$ cat src/rtl/fetch_stage_pkg.sv
// Shared types and constants for the instruction-fetch stage.
// Holds the fetch state encoding and the PC helper functions.
package fetch_stage_pkg;

    typedef enum logic [1:0] {
        BOOT  = 2'd0,
        FETCH = 2'd1,
        HOLD  = 2'd2,
        DRAIN = 2'd3
    } fetch_state_e;

    localparam logic [31:0] NOP_INSTR        = 32'h0000_0000;
    localparam logic [31:0] INSTR_BYTES      = 32'd4;
    localparam logic [31:0] DEFAULT_RESET_PC = 32'h0000_0000;

    function automatic logic [31:0] align_pc(input logic [31:0] pc);
        return pc & ~32'h0000_0003;
    endfunction

    // Wraps modulo 2^32 with no carry out.
    function automatic logic [31:0] next_pc(input logic [31:0] pc);
        return pc + INSTR_BYTES;
    endfunction

endpackage

$ cat src/rtl/fetch_stage_if.sv
// Instruction-memory request/response bus between fetch_stage and memory.
// The fetch side (master) issues the request; memory (slave) completes it.
interface fetch_stage_if;

    logic        IMemReq;
    logic [31:0] IMemAddr;
    logic        IMemReady;
    logic [31:0] IMemData;

    modport master (
        output IMemReq,
        output IMemAddr,
        input  IMemReady,
        input  IMemData
    );

    modport slave (
        input  IMemReq,
        input  IMemAddr,
        output IMemReady,
        output IMemData
    );

endinterface

$ cat src/rtl/fetch_stage_skid.sv
// One-entry store for an instruction (and its PC) that returned while
// the IF/ID register was stalled.
module fetch_skid_buffer
    import fetch_stage_pkg::*;
(
    input  logic        clk,
    input  logic        rst_n,
    input  logic        load,
    input  logic        clear,
    input  logic [31:0] instr_in,
    input  logic [31:0] pc_in,
    output logic [31:0] instr,
    output logic [31:0] pc,
    output logic        valid
);

    logic [31:0] instr_q, instr_d;
    logic [31:0] pc_q, pc_d;
    logic        valid_q, valid_d;

    // A load in the same cycle as a clear wins: it carries newer data.
    always_comb begin
        instr_d = instr_q;
        pc_d    = pc_q;
        valid_d = valid_q;
        if (clear) begin
            valid_d = 1'b0;
        end
        if (load) begin
            instr_d = instr_in;
            pc_d    = pc_in;
            valid_d = 1'b1;
        end
    end

    always_ff @(posedge clk or negedge rst_n) begin
        if (!rst_n) begin
            instr_q <= NOP_INSTR;
            pc_q    <= 32'h0;
            valid_q <= 1'b0;
        end else begin
            instr_q <= instr_d;
            pc_q    <= pc_d;
            valid_q <= valid_d;
        end
    end

    assign instr = instr_q;
    assign pc    = pc_q;
    assign valid = valid_q;

endmodule

$ cat src/rtl/fetch_stage.sv
// Instruction-fetch stage: owns the fetch PC, drives the instruction-memory
// handshake and delivers one registered instruction per cycle to decode.
module fetch_stage
    import fetch_stage_pkg::*;
#(
    parameter logic [31:0] RESET_PC = DEFAULT_RESET_PC
) (
    input  logic                 Clock,
    input  logic                 Reset,
    input  logic                 Stall,
    input  logic                 Redirect,
    input  logic [31:0]          RedirectTarget,
    fetch_stage_if.master        imem,
    output logic [31:0]          Instruction,
    output logic [31:0]          InstrPC,
    output logic [31:0]          InstrPCPlus4,
    output logic                 InstrValid
);

    localparam logic [31:0] BOOT_PC = RESET_PC & ~32'h0000_0003;

    fetch_state_e state_q, state_d;
    logic [31:0]  fetch_pc_q, fetch_pc_d;
    logic [31:0]  pending_pc_q, pending_pc_d;
    logic         req_q, req_d;
    logic [31:0]  instr_q, instr_d;
    logic [31:0]  instr_pc_q, instr_pc_d;
    logic [31:0]  plus4_q, plus4_d;
    logic         valid_q, valid_d;

    logic         skid_load, skid_clear;
    logic [31:0]  skid_instr, skid_pc;
    logic         skid_valid;

    logic         bubble;
    logic [31:0]  bubble_pc;
    logic [31:0]  target;

    assign target = align_pc(RedirectTarget);

    fetch_skid_buffer u_skid (
        .clk      (Clock),
        .rst_n    (Reset),
        .load     (skid_load),
        .clear    (skid_clear),
        .instr_in (imem.IMemData),
        .pc_in    (fetch_pc_q),
        .instr    (skid_instr),
        .pc       (skid_pc),
        .valid    (skid_valid)
    );

    always_comb begin
        state_d      = state_q;
        fetch_pc_d   = fetch_pc_q;
        pending_pc_d = pending_pc_q;
        instr_d      = instr_q;
        instr_pc_d   = instr_pc_q;
        plus4_d      = plus4_q;
        valid_d      = valid_q;
        skid_load    = 1'b0;
        skid_clear   = 1'b0;
        bubble       = 1'b0;
        bubble_pc    = fetch_pc_q;

        case (state_q)
            BOOT: begin
                state_d = FETCH;
                bubble  = 1'b1;
                if (Redirect) begin
                    fetch_pc_d = target;
                    bubble_pc  = target;
                end
            end

            FETCH: begin
                if (Redirect) begin
                    bubble    = 1'b1;
                    bubble_pc = target;
                    if (imem.IMemReady) begin
                        fetch_pc_d = target;
                    end else begin
                        pending_pc_d = target;
                        state_d      = DRAIN;
                    end
                end else if (imem.IMemReady) begin
                    fetch_pc_d = next_pc(fetch_pc_q);
                    if (Stall) begin
                        skid_load = 1'b1;
                        state_d   = HOLD;
                    end else begin
                        instr_d    = imem.IMemData;
                        instr_pc_d = fetch_pc_q;
                        plus4_d    = next_pc(fetch_pc_q);
                        valid_d    = 1'b1;
                    end
                end else if (!Stall) begin
                    bubble = 1'b1;
                end
            end

            HOLD: begin
                if (Redirect) begin
                    skid_clear = 1'b1;
                    fetch_pc_d = target;
                    bubble     = 1'b1;
                    bubble_pc  = target;
                    state_d    = FETCH;
                end else if (!Stall) begin
                    instr_d    = skid_instr;
                    instr_pc_d = skid_pc;
                    plus4_d    = next_pc(skid_pc);
                    valid_d    = skid_valid;
                    skid_clear = 1'b1;
                    state_d    = FETCH;
                end
            end

            DRAIN: begin
                // The in-flight response belongs to the abandoned path; drop it.
                if (Redirect) begin
                    bubble    = 1'b1;
                    bubble_pc = target;
                    if (imem.IMemReady) begin
                        fetch_pc_d = target;
                        state_d    = FETCH;
                    end else begin
                        pending_pc_d = target;
                    end
                end else begin
                    bubble_pc = pending_pc_q;
                    bubble    = !Stall;
                    if (imem.IMemReady) begin
                        fetch_pc_d = pending_pc_q;
                        state_d    = FETCH;
                    end
                end
            end

            default: begin
                state_d = BOOT;
            end
        endcase

        if (bubble) begin
            instr_d    = NOP_INSTR;
            valid_d    = 1'b0;
            instr_pc_d = bubble_pc;
            plus4_d    = next_pc(bubble_pc);
        end
    end

    assign req_d = (state_d == FETCH) || (state_d == DRAIN);

    always_ff @(posedge Clock or negedge Reset) begin
        if (!Reset) begin
            state_q      <= BOOT;
            fetch_pc_q   <= BOOT_PC;
            pending_pc_q <= 32'h0;
            req_q        <= 1'b0;
            instr_q      <= NOP_INSTR;
            instr_pc_q   <= 32'h0;
            plus4_q      <= 32'h0;
            valid_q      <= 1'b0;
        end else begin
            state_q      <= state_d;
            fetch_pc_q   <= fetch_pc_d;
            pending_pc_q <= pending_pc_d;
            req_q        <= req_d;
            instr_q      <= instr_d;
            instr_pc_q   <= instr_pc_d;
            plus4_q      <= plus4_d;
            valid_q      <= valid_d;
        end
    end

    assign imem.IMemReq  = req_q;
    assign imem.IMemAddr = fetch_pc_q;
    assign Instruction   = instr_q;
    assign InstrPC       = instr_pc_q;
    assign InstrPCPlus4  = plus4_q;
    assign InstrValid    = valid_q;

endmodule

$ cat src/flat_wrapper.sv
// flat-port wrapper written by rule: the top's interface ports become plain ports
module fetch_stage_flat import fetch_stage_pkg::*;
#(
    parameter logic [31:0] RESET_PC = DEFAULT_RESET_PC
)
  (Clock, Reset, Stall, Redirect, RedirectTarget, Instruction, InstrPC, InstrPCPlus4, InstrValid, imem_IMemReq, imem_IMemAddr, imem_IMemReady, imem_IMemData);
  fetch_stage_if imem_i ();
  input  logic Clock;
  input  logic Reset;
  input  logic Stall;
  input  logic Redirect;
  input  logic [31:0] RedirectTarget;
  output logic [31:0] Instruction;
  output logic [31:0] InstrPC;
  output logic [31:0] InstrPCPlus4;
  output logic InstrValid;
  output wire logic [$bits(imem_i.IMemReq)-1:0] imem_IMemReq;
  output wire logic [$bits(imem_i.IMemAddr)-1:0] imem_IMemAddr;
  input wire logic [$bits(imem_i.IMemReady)-1:0] imem_IMemReady;
  input wire logic [$bits(imem_i.IMemData)-1:0] imem_IMemData;
  assign imem_IMemReq = imem_i.IMemReq;
  assign imem_IMemAddr = imem_i.IMemAddr;
  assign imem_i.IMemReady = imem_IMemReady;
  assign imem_i.IMemData = imem_IMemData;
  fetch_stage #(.RESET_PC(RESET_PC)) u_core (.Clock(Clock), .Reset(Reset), .Stall(Stall), .Redirect(Redirect), .RedirectTarget(RedirectTarget), .imem(imem_i), .Instruction(Instruction), .InstrPC(InstrPC), .InstrPCPlus4(InstrPCPlus4), .InstrValid(InstrValid));
endmodule
$ cat config.mk
export PLATFORM = sky130hd
export DESIGN_NAME = fetch_stage_flat
export DESIGN_NICKNAME = d
export VERILOG_FILES = /design/src/rtl/fetch_stage_pkg.sv /design/src/rtl/fetch_stage_if.sv /design/src/rtl/fetch_stage_skid.sv /design/src/rtl/fetch_stage.sv /design/src/flat_wrapper.sv
export SDC_FILE = /design/constraint.sdc
export NUM_CORES = 1
export LEC_CHECK = 0
export ABC_AREA = 0
export CORE_ASPECT_RATIO = 0.7
export CORE_MARGIN = 2
export CORE_UTILIZATION = 40
export CTS_CLUSTER_DIAMETER = 80
export DETAILED_ROUTE_END_ITERATION = 6
export PLACE_DENSITY = 0.74
export SYNTH_ARGS = -nofsm -noshare
export SYNTH_HDL_FRONTEND = slang
export SYNTH_HIERARCHICAL = 1
export SYNTH_SLANG_ARGS = --single-unit
$ cat constraint.sdc
create_clock -name Clock -period 3.5 [get_ports Clock]
set_input_delay 0.525 -clock Clock [delete_from_list [all_inputs] [get_ports Clock]]
set_output_delay 0.525 -clock Clock [all_outputs]
set_load 0.03 [all_outputs]
---- Yosys cells after proc, flatten, opt, wreduce, memory -nomap -nowiden ----
Index checks and enable logic that the tools add are counted.
cells by class
  reductions and logical operators ........ 11
  bitwise logic cells ..................... 1
  add/sub/neg operators ................... 3
  equal/unequal tests ..................... 12
  mux-type cells .......................... 59
operators by type and width
  cell                                                                     number
  32-bit 2-to-1 mux                                                        25
  32-bit case mux with 2 select lines                                      4
  32-bit by 3-bit adder with 32-bit output, second input constant          3
  32-bit case mux with 3 select lines                                      1
  1-bit 2-to-1 mux                                                         19
  3-bit by 2-bit inequality test with 1-bit output, second input constant  5
  2-bit 2-to-1 mux                                                         7
  2-bit case mux with 4 select lines                                       1
  2-bit == test, second input constant                                     3
  3-bit inequality test, second input constant                             2
  6-bit AND reduction                                                      1
  2-bit by 1-bit == test with 1-bit output, second input constant          2
  1-bit case mux with 4 select lines                                       1
  2-bit OR reduction                                                       2
  3-bit AND reduction                                                      1
  3-bit nonzero test                                                       1
  3-bit OR reduction                                                       1
  2-bit logical NOT                                                        1
  1-bit case mux with 2 select lines                                       1
  2-bit AND reduction                                                      1
  2-bit nonzero test                                                       1
  1-bit logical NOT                                                        1
  1-bit logical OR                                                         1
  1-bit NOT                                                                1
storage, ports and cells
  flip-flop bits (word level) ............. 227
  bits of input ports ..................... 69
  logic and storage cells ................. 97

---- Logic depth before layout (Yosys ltp) ----
Gate-level depths: netlist of the first run.
  depth in word-level cells ............... 6
  mapped depth ............................ 12

---- Cells and area by module ----
Netlist of the first run, hierarchy kept.
modules (own cells, without submodules)
  module             cells each  seq. area each (um^2)  times used  area an instance (um^2)
  fetch_stage        1364        3978.8                 1           11352.1
  fetch_skid_buffer  138         1626.6                 1           2615.0

---- Worst setup path before layout of the first run ----
No wires, ideal clock.
  path kind ............................... register to register
  start ................................... reg u_core.state_q[0]
  end ..................................... reg u_core.plus4_q[30], in the netlist u_core/InstrPCPlus4[30]
  path buffers ............................ 3
  period minus slack after synthesis ...... 2.809 ns
  stages on the path, launching flop included .. 12
  arrival ................................. 2.685 ns
  path slack .............................. 0.691 ns
  library setup time ...................... 0.124 ns
  cells stage by stage .................... dfrtp_1 -> buf_6 -> and2_4 -> buf_6 -> buf_6 -> a221oi_4 -> ha_1 -> nand3_2 -> nor2_4 -> nand4_1 -> mux2_1 -> a211o_1
between the ends
  longest elaborated chain between the ends .. 5
  elaborated cells between the ends (all ways) .. 17
ends and longest elaborated chain
  what                                                              line                   source
  from (decl)                                                       fetch_stage.sv:22      fetch_state_e state_q, state_d;
  from (signal assigned)                                            fetch_stage.sv:166     state_q <= state_d;
  2-bit by 1-bit == test with 1-bit output (tied with other cells)  fetch_stage.sv:66      case (state_q)
  3-bit OR reduction (no source line)                               n/a
  32-bit case mux with 2 select lines                               fetch_stage.sv:66
  32-bit by 3-bit adder with 32-bit output                          fetch_stage_pkg.sv:22  return pc + INSTR_BYTES;
  32-bit 2-to-1 mux                                                 fetch_stage.sv:145     if (bubble) begin
  to (signal assigned)                                              fetch_stage.sv:172     plus4_q <= plus4_d;
  to (decl)                                                         fetch_stage.sv:28      logic [31:0] plus4_q, plus4_d;
Several ways; a longest one is shown, not always the timed one.
A chain may end at the register's enable or synchronous reset.

---- Worst setup path after layout of the first run ----
  start ................................... reg u_core.fetch_pc_q[2], in the netlist u_core/imem.IMemAddr[2]
  end ..................................... reg u_core.plus4_q[30], in the netlist u_core/InstrPCPlus4[30]
between the ends
  longest elaborated chain between the ends .. 6
  elaborated cells between the ends (all ways) .. 9
ends and longest elaborated chain
  what                                      line                   source
  from (decl)                               fetch_stage.sv:23      logic [31:0] fetch_pc_q, fetch_pc_d;
  from (signal assigned)                    fetch_stage.sv:167     fetch_pc_q <= fetch_pc_d;
  32-bit by 3-bit adder with 32-bit output  fetch_stage_pkg.sv:22
  32-bit 2-to-1 mux                         fetch_stage.sv:88      if (Stall) begin
  32-bit 2-to-1 mux                         fetch_stage.sv:86      end else if (imem.IMemReady) begin
  32-bit 2-to-1 mux                         fetch_stage.sv:77      if (Redirect) begin
  32-bit case mux with 2 select lines       fetch_stage.sv:66
  32-bit 2-to-1 mux (*)                     fetch_stage.sv:145
Every way passes the cells marked *; elsewhere a longest branch is shown, timed or not. The select of a mux whose other input is x is not followed.

==> results_dict.tcl, run 1 <==
set metrics [dict create \
    skew_ps 12.0 \
    async_flop_share 1.00 \
    cp-end-kind "register" \
    tightest_slew_ps 906 \
    synth_compound_area_frac 0.200 \
    min-delay-start "u_core/InstrPC[3]" \
    synth_edf_count 0 \
    cp_slowest_stage_delay_ps 670 \
    routed_wirelength_um 48500 \
    cts.sinks 224 \
    viasPerCell 5.95 \
    drive_above_1_share 0.156 \
    grt-ovfl-total 0 \
    hold_violations 0 \
    synthMuxAreaShare 0.123 \
    power_frac_clock 0.263 \
    maxCapViolCount 0 \
    cts_htree_levels 1 \
    crit_required_ps 3930 \
    initial_utilization 0.405 \
    hpwlAfterDp_um 35000 \
    die_w_um 227 \
    synth-simple-area-share 0.172 \
    synth_top_family_by_area "compound AO/OA/AOI/OAI gates" \
    grt_pass1_wl_um 73600 \
    grt_setup_unrepaired "no" \
    crit_path_start "u_core/imem.IMemAddr[2]" \
    grt_max_degree 97 \
    seq_power_share 0.374 \
    status "finished, final reports clean" \
    finalSetupViolations 0 \
    cts_tree "yes" \
    synthTopCellsByCount "224 x dfrtp_1, 213 x nand2_1, 113 x nor2_1, 111 x o21ai_0, 93 x a21oi_1" \
    core_sq_um 34500 \
    finalPower_uw 10500 \
    power_frac_comb 0.363 \
    period_share 0.899 \
    arrival_ps 3570 \
    critical-path-slowest-cell "o311ai_2" \
    synth-main-ff-cell "dfrtp_1" \
    cts_max_path_buffers 3 \
    clock_latency_ps 540 \
    cts_setup_buffers 0 \
    avgSynthCellArea_sq_um 9.30 \
    area_growth_pct 25.6 \
    drtPass1Iterations 5 \
    fin_tns_setup_ps 0 \
    cts_root_buffer "clkbuf_16" \
    dieArea_sq_um 36500 \
    slew_violations 0 \
    r2r_start "u_core/imem.IMemAddr[2]" \
    slew_headroom 0.391 \
    switching_share 0.382 \
    yosysSeqAreaShare 0.401 \
    die_h_um 160 \
    use_met1 0.395 \
    worstPathMaxFanout 7 \
    synth_top_area_cell "dfrtp_1" \
    wl_per_cell_um 22.3 \
    yosys-top-cells-area "dfrtp_1 40%, nand2_1 5.7%, mux2_4 5.3%" \
    vdd_ir_drop_max_mv 0.360 \
    startpoint_type "register" \
    grtUsageMet3 0.0767 \
    nets 1756 \
    synth.most_common_cell "dfrtp_1" \
    n_fill_cell 3190 \
    ys_ff_latch 224 \
    p_leak_uw 0.00727 \
    ios 199 \
    syn-num-nets 1574 \
    antenna_cells 0 \
    synth.distinct_cells 82 \
    syn_inst 1502 \
    vias 12939 \
    min-delay-path-class "reg -> reg" \
    antenna_found_initial 1 \
    synth_area_sq_um 14000 \
    core.rowCount 57 \
    synthAdderAreaFrac 0.00269 \
    fmax_mhz 318 \
    period_needed_ps 3150 \
    drc_errors 0 \
    yosysWarnings 6 \
    synth_xor_area_frac 0.0495 \
    first_global_vias 12143 \
    ant_nets 0 \
    critical_path_class "reg -> reg" \
    synth_top_area_frac 0.401 \
    cts.reportedPaths.clkPinSlew_ps 70 \
    grt_use_total 0.261 \
    intPower_uw 6460 \
    busiest_layer "met1" \
    grt_use_met2 0.359 \
    drtIter0Drc 1805 \
    crit_chain "inv_1, o311ai_2, ha_1, nand3_2, nor2_4, nand4_1, mux2_1, a211o_1" \
    power.density_nw_per_um2 596 \
    cts_buffers 25 \
    numPortBuffers 196 \
    switchingPower_uw 3990 \
    gp_congestion 0.942 \
]
critical path: cells and delay by family, from the launching register on:
kind	cells	cell delay [ps]
AO/OA/AOI/OAI	2	960
adder cells (fa/ha/maj)	1	320
buffers and inverters	1	220
flip-flops	1	600
multiplexers	1	360
AND/OR/NAND/NOR	3	580
what timing repair did:
item                                    CTS  global route
hold buffers                              1             0
resized for setup                         0             0
hold endpoints to repair                 57             0
endpoints found under the setup margin    0             0
area by class of cell:
cell class	count	area [sq um]	share of cell area
multi-input cells	1133	7690	0.439
flip-flops and latches	224	5610	0.320
repair buffers	279	2720	0.155
clock buffers	30	684	0.0390
well taps	472	591	0.0337
clock inverters	15	166	0.00949
inverters	21	78.8	0.00449
cells in the final DEF, fill, tap and decap left out, drive strengths merged, types with 25 or more instances in the layout:
cell type and count:
o22ai 25, buf 84, xnor2 42, nand2 213, o21ai 112, nor2 116, clkbuf 30, a21oi 93
mux2i 49, clkdlybuf4s50 194, dfrtp 224, a211oi 34, mux2 93, xor2 37, nand3 42
power groups by stage:
| stage | sequential, uW | combinational, uW | clock [uW] |
|---|---|---|---|
| 4_1_cts | 3880 | 3740 | 2790 |
| 6_report | 3910 | 3800 | 2750 |
| 3_5_place_dp | 3930 | 3720 | 0 |
| 3_3_place_gp | 3890 | 3660 | 0 |
| 2_1_floorplan | 4210 | 1850 | 0 |
| 5_1_grt | 3990 | 4010 | 2900 |
path summary, 6_finish.rpt:
path / end / slack, ps / cells past startpoint
max reg2reg: u_core/InstrPCPlus4[30] / 350 / 8
min in group asynchronous: u_core/u_skid/instr[18] / 500 / 2
max: u_core/InstrPCPlus4[30] / 350 / 8
min: u_core/InstrPC[3] / 480 / 2
max in group asynchronous: u_core/state_q[0] / 2020 / 3
min reg2reg: u_core/InstrPC[3] / 480 / 2
cell families (layout without fill, tap and decap cells):
| group | count (synthesis) | after routing |
|---|---|---|
| and+or+nand+nor | 502 | 502 |
| AOI/OAI and AO/OA | 407 | 407 |
| adders and majority gates | 3 | 3 |
| muxes | 142 | 142 |
| xor gates and xnor gates | 79 | 79 |
| DFF | 224 | 224 |
| buffers and inverters | 145 | 345 |
metal layers:
layer,share of wire,wire (um)
met5,0,0
met4,0.027,1300
met3,0.11,5400
met2,0.41,19800
met1,0.45,21900
stage by stage:
step	area [sq um]	hold slack [ps]	std cells	utilization	setup WS (ps)
finish	17500	476	2174	0.508	353
global route	17500	500	2174	0.508	243
CTS	17500	480	2174	0.508	435
detailed placement	16700	466	2128	0.483	176
global placement	16700	454	2128	0.483	247
floorplan	14000	229	1502	-	691
registers in the layout (all words and copies together), names as in the netlist, 2 cells and up:
| signal | flops |
|---|---|
| u_core/u_skid/pc | 32 |
| u_core/state_q | 2 |
| u_core/pending_pc_q | 30 |
| u_core/InstrPC | 32 |
| u_core/u_skid/instr | 32 |
| u_core/Instruction | 32 |
| u_core/InstrPCPlus4 | 30 |
| u_core/imem.IMemAddr | 32 |
Note: power is estimated with default switching activity, not from simulation.
==> run 2: changes to the inputs <==
--- a/config.mk
+++ b/config.mk
@@ -8,10 +8,10 @@
 export ABC_AREA = 0
 export CORE_ASPECT_RATIO = 0.7
 export CORE_MARGIN = 2
-export CORE_UTILIZATION = 40
+export CORE_UTILIZATION = 52
 export CTS_CLUSTER_DIAMETER = 80
 export DETAILED_ROUTE_END_ITERATION = 6
-export PLACE_DENSITY = 0.74
+export PLACE_DENSITY = 0.89
 export SYNTH_ARGS = -nofsm -noshare
 export SYNTH_HDL_FRONTEND = slang
 export SYNTH_HIERARCHICAL = 1
==> run 2 against run 1 <==
The flow now finishes with violations (hold timing). Global-route usage up 7.9 points. Register-to-register slack got worse by 98 ps. Non-clock buffer count is 3 higher. First-iteration DRC count increased by 15%. Power is 0.87% higher. Design area shrank 0.74%. Sequential power about the same. Worst setup slack got worse by 98 ps. Flip-flop and latch count unchanged. Via count up 2.4%. Die area down 23%. Clock-buffer cell count down 3.
==> results_dict.tcl, run 2 (synthesized netlist as in run 1, its figures left out) <==
set metrics [dict create \
    status "complete, but fails checks" \
    violations "hold timing" \
    cts.sinks 224 \
    startpoint_type "register" \
    min-delay-path-class "in -> async" \
    p_leak_uw 0.00727 \
    drive_above_1_share 0.157 \
    crit_chain "ha_1, nand4_1, nor4_2, and2_1, nand3_1, xnor2_1, a221oi_1, a221o_1" \
    core_sq_um 26600 \
    switching_share 0.383 \
    worstPathMaxFanout 7 \
    power.density_nw_per_um2 606 \
    intPower_uw 6500 \
    slew_headroom 0.186 \
    n_fill_cell 2084 \
    antenna_cells 0 \
    gp_congestion 1.01 \
    crit_required_ps 3910 \
    cts_buffers 24 \
    period_needed_ps 3240 \
    cts.reportedPaths.clkPinSlew_ps 60 \
    timing.hold.ws_ps -8.88 \
    setup_slack_ps 255 \
    fmax_mhz 308 \
    clock_latency_ps 540 \
    grt_setup_unrepaired "no" \
    drc_errors 0 \
    seq_power_share 0.372 \
    grt-ovfl-total 0 \
    ff2ff_path_depth 8 \
    die_w_um 200 \
    fin_tns_setup_ps 0 \
    power_frac_comb 0.364 \
    reg2reg_to "u_core/InstrPCPlus4[24]" \
    drtPass1Iterations 6 \
    arrival_ps 3660 \
    postLayoutCoreUtil 0.655 \
    cts_max_path_buffers 3 \
    numPortBuffers 196 \
    cts_setup_buffers 0 \
    first_global_vias 12419 \
    routed_wirelength_um 48300 \
    r2r_start "u_core/imem.IMemAddr[2]" \
    tightest_slew_ps 1210 \
    grt_pass1_wl_um 73600 \
    slew_violations 0 \
    critical_path_class "reg -> reg" \
    cts_tree "yes" \
    hold_violations 3 \
    skew_ps 13.4 \
    cts_root_buffer "clkbuf_16" \
    ios 199 \
    period_share 0.927 \
    core.rowCount 50 \
    finalSetupViolations 0 \
    initial_utilization 0.525 \
    drtIter0Drc 2082 \
    grt_use_total 0.340 \
    ctsResizeCount 0 \
    switchingPower_uw 4040 \
    ctsHoldBuffers 0 \
    nets 1758 \
    place_ws_ps 169 \
    cp_slowest_stage_delay_ps 540 \
    vdd_ir_drop_max_mv 0.355 \
    hpwlAfterDp_um 34800 \
    viasPerCell 6.41 \
    vias 13247 \
    cts_htree_levels 1 \
    antenna_found_initial 0 \
    critical-path-slowest-cell "dfrtp_1" \
    dieArea_sq_um 28200 \
    wl_per_cell_um 23.3 \
    ant_nets 0 \
    maxCapViolCount 0 \
    power_frac_clock 0.264 \
    r2r_setup_slack_ps 260 \
    area_growth_pct 24.6 \
    cp-end-kind "register" \
    grt_max_degree 92 \
    final_cell_mix "222 x dfrtp_1, 213 x nand2_1, 194 x clkdlybuf4s50_1" \
    die_h_um 141 \
    final_common_cell "dfrtp_1" \
]
run 2: area by class of cell:
class	count	area (sq um)	area share
Sequential cell	224	5610	0.322
Multi-Input combinational cell	1133	7690	0.442
Inverter	21	78.8	0.00453
Clock buffer	27	622	0.0357
Timing Repair Buffer	282	2720	0.156
Clock inverter	17	226	0.0130
Tap cell	364	455	0.0262
run 2: worst max-delay path by stage:
| stage | startpoint | endpoint | slack, ps | depth (start not counted) |
|---|---|---|---|---|
| 6_report | u_core/imem.IMemAddr[2] | u_core/InstrPCPlus4[24] | 260 | 8 |
| 5_1_grt | u_core/state_q[0] | u_core/InstrPCPlus4[30] | 340 | 7 |
| 4_1_cts | u_core/state_q[0] | u_core/InstrPCPlus4[30] | 520 | 7 |
| 3_5_place_dp | Redirect | u_core/InstrPCPlus4[30] | 170 | 9 |
| 3_3_place_gp | Redirect | u_core/InstrPCPlus4[30] | 230 | 9 |
| 2_1_floorplan | u_core/state_q[0] | u_core/InstrPCPlus4[30] | 690 | 11 |
run 2: power by group through the flow:
stage | Sequential, uW | Clock, uW | Combinational, uW
4_1_cts | 3880 | 2810 | 3750
5_1_grt | 3990 | 2910 | 4030
3_3_place_gp | 3880 | 0 | 3640
6_report | 3920 | 2780 | 3840
3_5_place_dp | 3920 | 0 | 3730
2_1_floorplan | 4210 | 0 | 1850
run 2: stage by stage:
stage | cells | power, uW | area, sq um
global placement | 2024 | 7520 | 16600
global route | 2068 | 10900 | 17400
detailed placement | 2024 | 7650 | 16600
floorplan | 1502 | 6060 | 14000
finish | 2068 | 10500 | 17400
CTS | 2068 | 10400 | 17400
run 2: metal layers:
layer  share of wire  vias to the layer above  GRT usage
li1                -                     5796          -
met1            0.42                     6404      0.507
met2            0.41                      938      0.475
met3            0.15                      107      0.113
met4           0.021                        2     0.0729
met5          0.0013                        -     0.0176
run 2: critical path, delay by kind of cell, from the launching register on:
kind | cells | cell delay [ps]
xor gates and xnor gates | 1 | 510
adders and majority gates | 1 | 440
DFF | 1 | 540
and+or+nand+nor | 4 | 1100
AOI/OAI and AO/OA | 2 | 530
